<file path="src/rtl/uart_arb_pkg.sv">
// Shared definitions for the UART transmit arbiter.
//   arb_state_e : FSM state encoding (IDLE, HDR, DATA)
//   HDR_BASE    : base value of the source-ID header byte
//   hdr_byte()  : header byte for a given port index
package uart_arb_pkg;

  typedef enum logic [1:0] {
    IDLE = 2'd0,
    HDR  = 2'd1,
    DATA = 2'd2
  } arb_state_e;

  localparam logic [7:0] HDR_BASE = 8'h80;

  function automatic logic [7:0] hdr_byte(input logic [2:0] idx);
    return HDR_BASE + {5'b00000, idx};
  endfunction

endpackage

</file>
<file path="src/rtl/uart_rr_pick.sv">
// Combinational round-robin picker.
//   valid : per-port request bits
//   ptr   : port with highest priority this round
//   idx   : first valid port at or after ptr, wrapping modulo NUM_REQ
//   any   : at least one port is valid
module uart_rr_pick #(
  parameter int NUM_REQ = 4
) (
  input  logic [NUM_REQ-1:0] valid,
  input  logic [2:0]         ptr,
  output logic [2:0]         idx,
  output logic               any
);

  always_comb begin
    int cand;
    cand = 0;
    idx  = 3'd0;
    any  = 1'b0;
    for (int off = 0; off < NUM_REQ; off++) begin
      cand = int'(ptr) + off;
      if (cand >= NUM_REQ) cand = cand - NUM_REQ;
      // Inner loop keeps every bit select constant.
      for (int j = 0; j < NUM_REQ; j++) begin
        if (!any && (j == cand) && valid[j]) begin
          any = 1'b1;
          idx = 3'(j);
        end
      end
    end
  end

endmodule

</file>
<file path="src/rtl/uart_tx_arbiter.sv">
// Packet-level round-robin arbiter in front of a UART transmit buffer.
// A port keeps the grant for a whole packet (or until MAX_PKT_LEN bytes),
// optionally preceded by a source-ID header byte.
//   req_valid/req_data/req_last/req_ready : per-port byte streams
//   tx_data_out/write_tx_data             : byte and write strobe to the UART
//   tx_buffer_full                        : UART FIFO full, blocks all writes
//   grant/busy/pkt_trunc                  : registered status
//
// state | meaning
// IDLE  | arbitrate among valid ports, one cycle between packets
// HDR   | write the header byte of the granted port
// DATA  | forward bytes of the granted port until last or length limit
module uart_tx_arbiter
  import uart_arb_pkg::*;
#(
  parameter int NUM_REQ     = 4,
  parameter int HEADER_EN   = 1,
  parameter int MAX_PKT_LEN = 64
) (
  input  logic                 clk,
  input  logic                 reset_n,
  input  logic [NUM_REQ-1:0]   req_valid,
  input  logic [8*NUM_REQ-1:0] req_data,
  input  logic [NUM_REQ-1:0]   req_last,
  output logic [NUM_REQ-1:0]   req_ready,
  output logic [7:0]           tx_data_out,
  output logic                 write_tx_data,
  input  logic                 tx_buffer_full,
  output logic [NUM_REQ-1:0]   grant,
  output logic                 busy,
  output logic                 pkt_trunc
);

  localparam logic [7:0] MAX_LEN = 8'(MAX_PKT_LEN);
  localparam logic [2:0] LAST_IDX = 3'(NUM_REQ - 1);

  arb_state_e         state_q, state_d;
  logic [2:0]         idx_q, idx_d;
  logic [2:0]         rr_ptr_q, rr_ptr_d;
  logic [7:0]         byte_cnt_q, byte_cnt_d;
  logic [NUM_REQ-1:0] grant_q, grant_d;
  logic               trunc_q, trunc_d;

  logic [2:0] pick_idx;
  logic       pick_any;

  logic       sel_valid;
  logic       sel_last;
  logic [7:0] sel_data;

  uart_rr_pick #(.NUM_REQ(NUM_REQ)) u_pick (
    .valid (req_valid),
    .ptr   (rr_ptr_q),
    .idx   (pick_idx),
    .any   (pick_any)
  );

  // Owner's request lines; loop form avoids variable bit selects.
  always_comb begin
    sel_valid = 1'b0;
    sel_last  = 1'b0;
    sel_data  = 8'h00;
    for (int i = 0; i < NUM_REQ; i++) begin
      if (idx_q == 3'(i)) begin
        sel_valid = req_valid[i];
        sel_last  = req_last[i];
        sel_data  = req_data[8*i +: 8];
      end
    end
  end

  always_comb begin
    state_d       = state_q;
    idx_d         = idx_q;
    rr_ptr_d      = rr_ptr_q;
    byte_cnt_d    = byte_cnt_q;
    grant_d       = grant_q;
    trunc_d       = 1'b0;
    req_ready     = '0;
    write_tx_data = 1'b0;
    tx_data_out   = 8'h00;

    case (state_q)
      IDLE: begin
        if (pick_any) begin
          idx_d = pick_idx;
          for (int i = 0; i < NUM_REQ; i++) begin
            grant_d[i] = (pick_idx == 3'(i));
          end
          state_d = (HEADER_EN != 0) ? HDR : DATA;
        end
      end
      HDR: begin
        if (!tx_buffer_full) begin
          write_tx_data = 1'b1;
          tx_data_out   = hdr_byte(idx_q);
          state_d       = DATA;
        end
      end
      DATA: begin
        for (int i = 0; i < NUM_REQ; i++) begin
          if (idx_q == 3'(i)) req_ready[i] = !tx_buffer_full;
        end
        if (sel_valid && !tx_buffer_full) begin
          write_tx_data = 1'b1;
          tx_data_out   = sel_data;
          byte_cnt_d    = byte_cnt_q + 8'd1;
          // byte_cnt never exceeds MAX_LEN-1, so the +1 cannot wrap.
          if (sel_last || (byte_cnt_q + 8'd1 == MAX_LEN)) begin
            state_d    = IDLE;
            grant_d    = '0;
            byte_cnt_d = 8'd0;
            rr_ptr_d   = (idx_q == LAST_IDX) ? 3'd0 : idx_q + 3'd1;
            trunc_d    = !sel_last;
          end
        end
      end
      default: state_d = IDLE;
    endcase
  end

  always_ff @(posedge clk or negedge reset_n) begin
    if (!reset_n) begin
      state_q    <= IDLE;
      idx_q      <= 3'd0;
      rr_ptr_q   <= 3'd0;
      byte_cnt_q <= 8'd0;
      grant_q    <= '0;
      trunc_q    <= 1'b0;
    end else begin
      state_q    <= state_d;
      idx_q      <= idx_d;
      rr_ptr_q   <= rr_ptr_d;
      byte_cnt_q <= byte_cnt_d;
      grant_q    <= grant_d;
      trunc_q    <= trunc_d;
    end
  end

  assign grant     = grant_q;
  assign busy      = (state_q != IDLE);
  assign pkt_trunc = trunc_q;

endmodule

</file>
<file path="config.mk">
export PLATFORM = sky130hd
export DESIGN_NAME = uart_tx_arbiter
export DESIGN_NICKNAME = d
export VERILOG_FILES = /design/src/rtl/uart_arb_pkg.sv /design/src/rtl/uart_rr_pick.sv /design/src/rtl/uart_tx_arbiter.sv
export SDC_FILE = /design/constraint.sdc
export NUM_CORES = 1
export LEC_CHECK = 0
export ABC_AREA = 1
export CORE_ASPECT_RATIO = 1.75
export CORE_UTILIZATION = 49
export CTS_CLUSTER_DIAMETER = 30
export DETAILED_ROUTE_END_ITERATION = 6
export GPL_TIMING_DRIVEN = 0
export PLACE_DENSITY = 0.87
export SLEW_MARGIN = 20
export SYNTH_ARGS = -nofsm -noshare
export SYNTH_HDL_FRONTEND = slang
export SYNTH_SLANG_ARGS = --single-unit
</file>
<file path="constraint.sdc">
create_clock -name clk -period 4.7 [get_ports clk]
set_input_delay 1.175 -clock clk [delete_from_list [all_inputs] [get_ports clk]]
set_output_delay 1.175 -clock clk [all_outputs]
set_load 0.005 [all_outputs]
</file>
==> flow_results.xml <==
<?xml version="1.0" encoding="UTF-8"?>
<metrics>
  <group name="outcome">
    <metric name="run_status" unit="">finished clean</metric>
  </group>
  <group name="power">
    <metric name="p_leak" unit="nW">1.10</metric>
    <metric name="fin_total_pwr" unit="mW">1.23</metric>
    <metric name="power.density_cell_area" unit="nW/um^2">507</metric>
    <metric name="peakVddDrop" unit="V">0.000370</metric>
  </group>
  <group name="synthesis">
    <metric name="synth.net_count" unit="">307</metric>
    <metric name="synthMuxAreaShare" unit="%">0</metric>
    <metric name="synth_adder_area_share" unit="%">5.88</metric>
    <metric name="synthDistinctLibCells" unit="">33</metric>
    <metric name="synthTopCellsByArea" unit="">sky130_fd_sc_hd__dfrtp_1 28%, sky130_fd_sc_hd__nand2_1 11%, sky130_fd_sc_hd__nor2_1 9.0%</metric>
    <metric name="most_used_standard_cells_in_the_synthesized_netlist" unit="">49 x sky130_fd_sc_hd__nand2_1, 41 x sky130_fd_sc_hd__nor2_1, 38 x sky130_fd_sc_hd__inv_1, 19 x sky130_fd_sc_hd__dfrtp_1, 14 x sky130_fd_sc_hd__o21ai_0</metric>
    <metric name="share_of_synthesized_cell_area_in_and_or_nand_and_nor_gates" unit="%">33.4</metric>
    <metric name="yosysTopAreaCellShare" unit="%">27.9</metric>
    <metric name="main_combinational_cell_family_by_area_after_synthesis" unit="">simple AND/OR/NAND/NOR gates</metric>
    <metric name="synth_async_sr_flop_share" unit="%">100</metric>
    <metric name="netlist_area" unit="um^2">1700</metric>
    <metric name="synth_seq_cells" unit="">19</metric>
    <metric name="sequential_fraction_of_the_synthesis_area" unit="%">27.9</metric>
    <metric name="syn-instance-count" unit="">256</metric>
    <metric name="synth-compound-area-share" unit="%">19.9</metric>
    <metric name="synth.most_common_cell" unit="">sky130_fd_sc_hd__nand2_1</metric>
    <metric name="ys_warn_count" unit="">0</metric>
    <metric name="number_of_enable_type_register_cells_in_the_synthesized_netlist" unit="">0</metric>
    <metric name="postSynth.topFlopCell" unit="">sky130_fd_sc_hd__dfrtp_1</metric>
    <metric name="synthDominantAreaCellType" unit="">sky130_fd_sc_hd__dfrtp_1</metric>
    <metric name="synth_xor_area_share" unit="%">3.09</metric>
    <metric name="syn-mean-instance-area" unit="um^2">6.65</metric>
  </group>
  <group name="critical_path">
    <metric name="cp-end-kind" unit="">output pin</metric>
    <metric name="ff2ff_path_depth" unit="">13</metric>
    <metric name="reg2reg_slack" unit="ns">2.09</metric>
    <metric name="worstReg2RegStart" unit="">idx_q[0]</metric>
    <metric name="worst_ep_required_time" unit="ns">3.52</metric>
    <metric name="critical_path_at" unit="ns">3.37</metric>
    <metric name="critical_path.max_fanout" unit="">7</metric>
    <metric name="setup.worst_path.start_class" unit="">input pin</metric>
    <metric name="critPathKind" unit="">in -&gt; out</metric>
    <metric name="r2r_endpoint" unit="">byte_cnt_q[4]</metric>
  </group>
  <group name="timing">
    <metric name="timing.final.crit_share" unit="%">96.7</metric>
    <metric name="fin_skew" unit="ns">0.00148</metric>
    <metric name="report.final.slew_viol_count" unit="">0</metric>
    <metric name="worstMarginPinSlew" unit="ns">0.842</metric>
    <metric name="rsz0062_at_grt" unit="">no</metric>
    <metric name="max_clock_freq" unit="MHz">220</metric>
    <metric name="timing.final.hold_violations" unit="">0</metric>
    <metric name="min_period" unit="ns">4.55</metric>
    <metric name="relSlewSlack" unit="%">43.7</metric>
    <metric name="setup_viol" unit="">0</metric>
    <metric name="hold_slack" unit="ns">0.486</metric>
  </group>
  <group name="grt">
    <metric name="antenna_found_initial" unit="">0</metric>
    <metric name="first_pass_grt_wire_length" unit="um">7340</metric>
    <metric name="first_global_vias" unit="">1788</metric>
    <metric name="globalRoute.totalOverflow" unit="">0</metric>
    <metric name="grtUsageTotal" unit="%">26.5</metric>
    <metric name="largest_net_degree_at_the_start_of_global_routing" unit="">20</metric>
  </group>
  <group name="cells_and_area">
    <metric name="final-seq-area" unit="um^2">475</metric>
    <metric name="finalInstanceArea" unit="um^2">2440</metric>
    <metric name="antenna_cells_inserted" unit="">0</metric>
    <metric name="syn2layout_area_growth" unit="%">43.1</metric>
    <metric name="final_cell_count_no_fill" unit="">368</metric>
    <metric name="drive_above_1_share" unit="%">7.74</metric>
    <metric name="area_of_the_multi_input_gates" unit="um^2">1070</metric>
    <metric name="num-nets-final" unit="">375</metric>
    <metric name="n_fill_cell" unit="">304</metric>
  </group>
  <group name="clocking">
    <metric name="cts-buffers-inserted" unit="">3</metric>
    <metric name="cts.root.buffer_cell" unit="">sky130_fd_sc_hd__clkbuf_8</metric>
    <metric name="insertion_delay" unit="ns">0.25</metric>
    <metric name="cts-htree-levels" unit="">1</metric>
    <metric name="clkSinkCount" unit="">19</metric>
    <metric name="ctsHoldBuffers" unit="">0</metric>
    <metric name="cts_buffer_depth" unit="">2</metric>
    <metric name="clock_tree_from_tritoncts" unit="">yes</metric>
    <metric name="clk_pin_slew_worst_paths" unit="ns">0.07</metric>
  </group>
  <group name="placement">
    <metric name="placed_cells" unit="">362</metric>
    <metric name="buffer_ports.inserted" unit="">61</metric>
    <metric name="place_congestion" unit="">0.840</metric>
    <metric name="hpwlAfterDp" unit="um">3730</metric>
    <metric name="detailed_place.area" unit="um^2">2370</metric>
  </group>
  <group name="die">
    <metric name="placeableCoreArea" unit="um^2">3360</metric>
    <metric name="fp.dieH" unit="um">80.0</metric>
    <metric name="initial_core_util" unit="%">50.6</metric>
    <metric name="die_width" unit="um">46.6</metric>
    <metric name="row_count" unit="">28</metric>
    <metric name="boundaryPins" unit="">62</metric>
    <metric name="die_area" unit="um^2">3720</metric>
  </group>
  <group name="hold_path">
    <metric name="hp-class" unit="">reg -&gt; reg</metric>
    <metric name="timing.hold.worst_endpoint" unit="">grant[0]</metric>
    <metric name="timing.hold.worst.start" unit="">grant[0]</metric>
    <metric name="min_delay_path_depth" unit="">2</metric>
  </group>
  <group name="job">
    <metric name="drv_cap" unit="">0</metric>
  </group>
  <group name="drt">
    <metric name="wl_per_cell" unit="um">12.7</metric>
    <metric name="viasPerCell" unit="">5.21</metric>
    <metric name="initialDrtViolationCount" unit="">42</metric>
    <metric name="detailroute.via_count" unit="">1917</metric>
    <metric name="drt_first_pass_iters" unit="">6</metric>
    <metric name="routed_wl" unit="um">4660</metric>
    <metric name="drc" unit="">0</metric>
    <metric name="ant_nets" unit="">0</metric>
  </group>
</metrics>
-- metrics by stage --
stage | setup TNS, ns | setup slack (ns) | utilization [%]
after floorplan | 0 | 1.30 | -
after global placement | -0.112 | -0.0653 | 70.5
after detailed placement | -0.108 | -0.0621 | 70.5
after CTS | 0 | 0.0724 | 71.9
after global routing | 0 | 0.0251 | 72.5
final | 0 | 0.153 | 72.5
-- registers in the layout, indices dropped and copies added (netlist names) --
| name | flops |
|---|---|
| byte_cnt_q | 8 |
| grant | 4 |
| idx_q | 2 |
| rr_ptr_q | 2 |
| state_q | 2 |
| pkt_trunc | 1 |
-- worst max-delay path, stage by stage --
cell and delay, ns:
sky130_fd_sc_hd__clkdlybuf4s50_1 0.56, sky130_fd_sc_hd__inv_1 0.09, sky130_fd_sc_hd__o21ai_1 0.14, sky130_fd_sc_hd__nand2_1 0.08, sky130_fd_sc_hd__a221oi_2 0.29, sky130_fd_sc_hd__nand2_2 0.14, sky130_fd_sc_hd__inv_4 0.11, sky130_fd_sc_hd__nand2_2 0.11
sky130_fd_sc_hd__o32ai_1 0.13, sky130_fd_sc_hd__clkdlybuf4s50_1 0.55
-- metal layers --
layer	wire length [um]	share of wire, %	global-route usage (%)	vias up
met2	2610	56	50.4	48
met4	112	2.4	10.6	0
met3	184	3.9	2.04	11
met1	1750	38	27.3	873
li1	-	-	-	985
met5	0	0	0	-
-- power breakdown --
| group | internal (mW) | switching, mW |
|---|---|---|
| registers | 0.228 | 0.0504 |
| clock network | 0.0602 | 0.0519 |
| logic | 0.344 | 0.500 |
-- cell families after synthesis --
family	Yosys count
AND/OR/NAND/NOR	125
AO/OA/AOI/OAI	54
buffers and inverters	44
adder cells (fa/ha/maj)	8
flip-flops	19
XOR/XNOR	6
-- worst max path at each step --
stage / startpoint / end / cells past startpoint
3_3_place_gp: req_valid[1] / tx_data_out[0] / 10
3_5_place_dp: req_valid[1] / tx_data_out[0] / 10
2_1_floorplan: req_valid[1] / tx_data_out[7] / 7
6_report: req_valid[1] / tx_data_out[0] / 10
4_1_cts: req_valid[1] / tx_data_out[0] / 10
5_1_grt: req_valid[1] / tx_data_out[0] / 10
-- cell usage in the layout (no fill, tap or decap), types with 4 or more instances in the layout --
| cell | count |
|---|---|
| sky130_fd_sc_hd__dfrtp_1 | 19 |
| sky130_fd_sc_hd__nor2_2 | 5 |
| sky130_fd_sc_hd__clkdlybuf4s50_1 | 61 |
| sky130_fd_sc_hd__nand3_2 | 4 |
| sky130_fd_sc_hd__a22oi_1 | 10 |
| sky130_fd_sc_hd__o21ai_1 | 7 |
| sky130_fd_sc_hd__nand4_1 | 7 |
| sky130_fd_sc_hd__nand3_1 | 11 |
| sky130_fd_sc_hd__a21oi_1 | 10 |
| sky130_fd_sc_hd__xor2_1 | 6 |
| sky130_fd_sc_hd__o21ai_0 | 14 |
| sky130_fd_sc_hd__ha_1 | 8 |
| sky130_fd_sc_hd__nor2_1 | 41 |
| sky130_fd_sc_hd__inv_1 | 38 |
| sky130_fd_sc_hd__nand2_1 | 47 |
-- final cells by class --
type,count,share of cell area (%)
multi-input combinational,193,43.7
buffer,3,0.513
timing repair buffer,63,25.7
clock buffer,4,1.85
sequential,19,19.5
inverter,41,6.42
tap,45,2.31
-- repair_timing --
item / CTS / global route
resized for setup: 2 / 1
setup endpoints to repair: 2 / 8
endpoints found under the hold margin: 0 / 0
setup buffers: 0 / 2
pin swaps: 0 / 2
(Power assumes the default switching activity.)
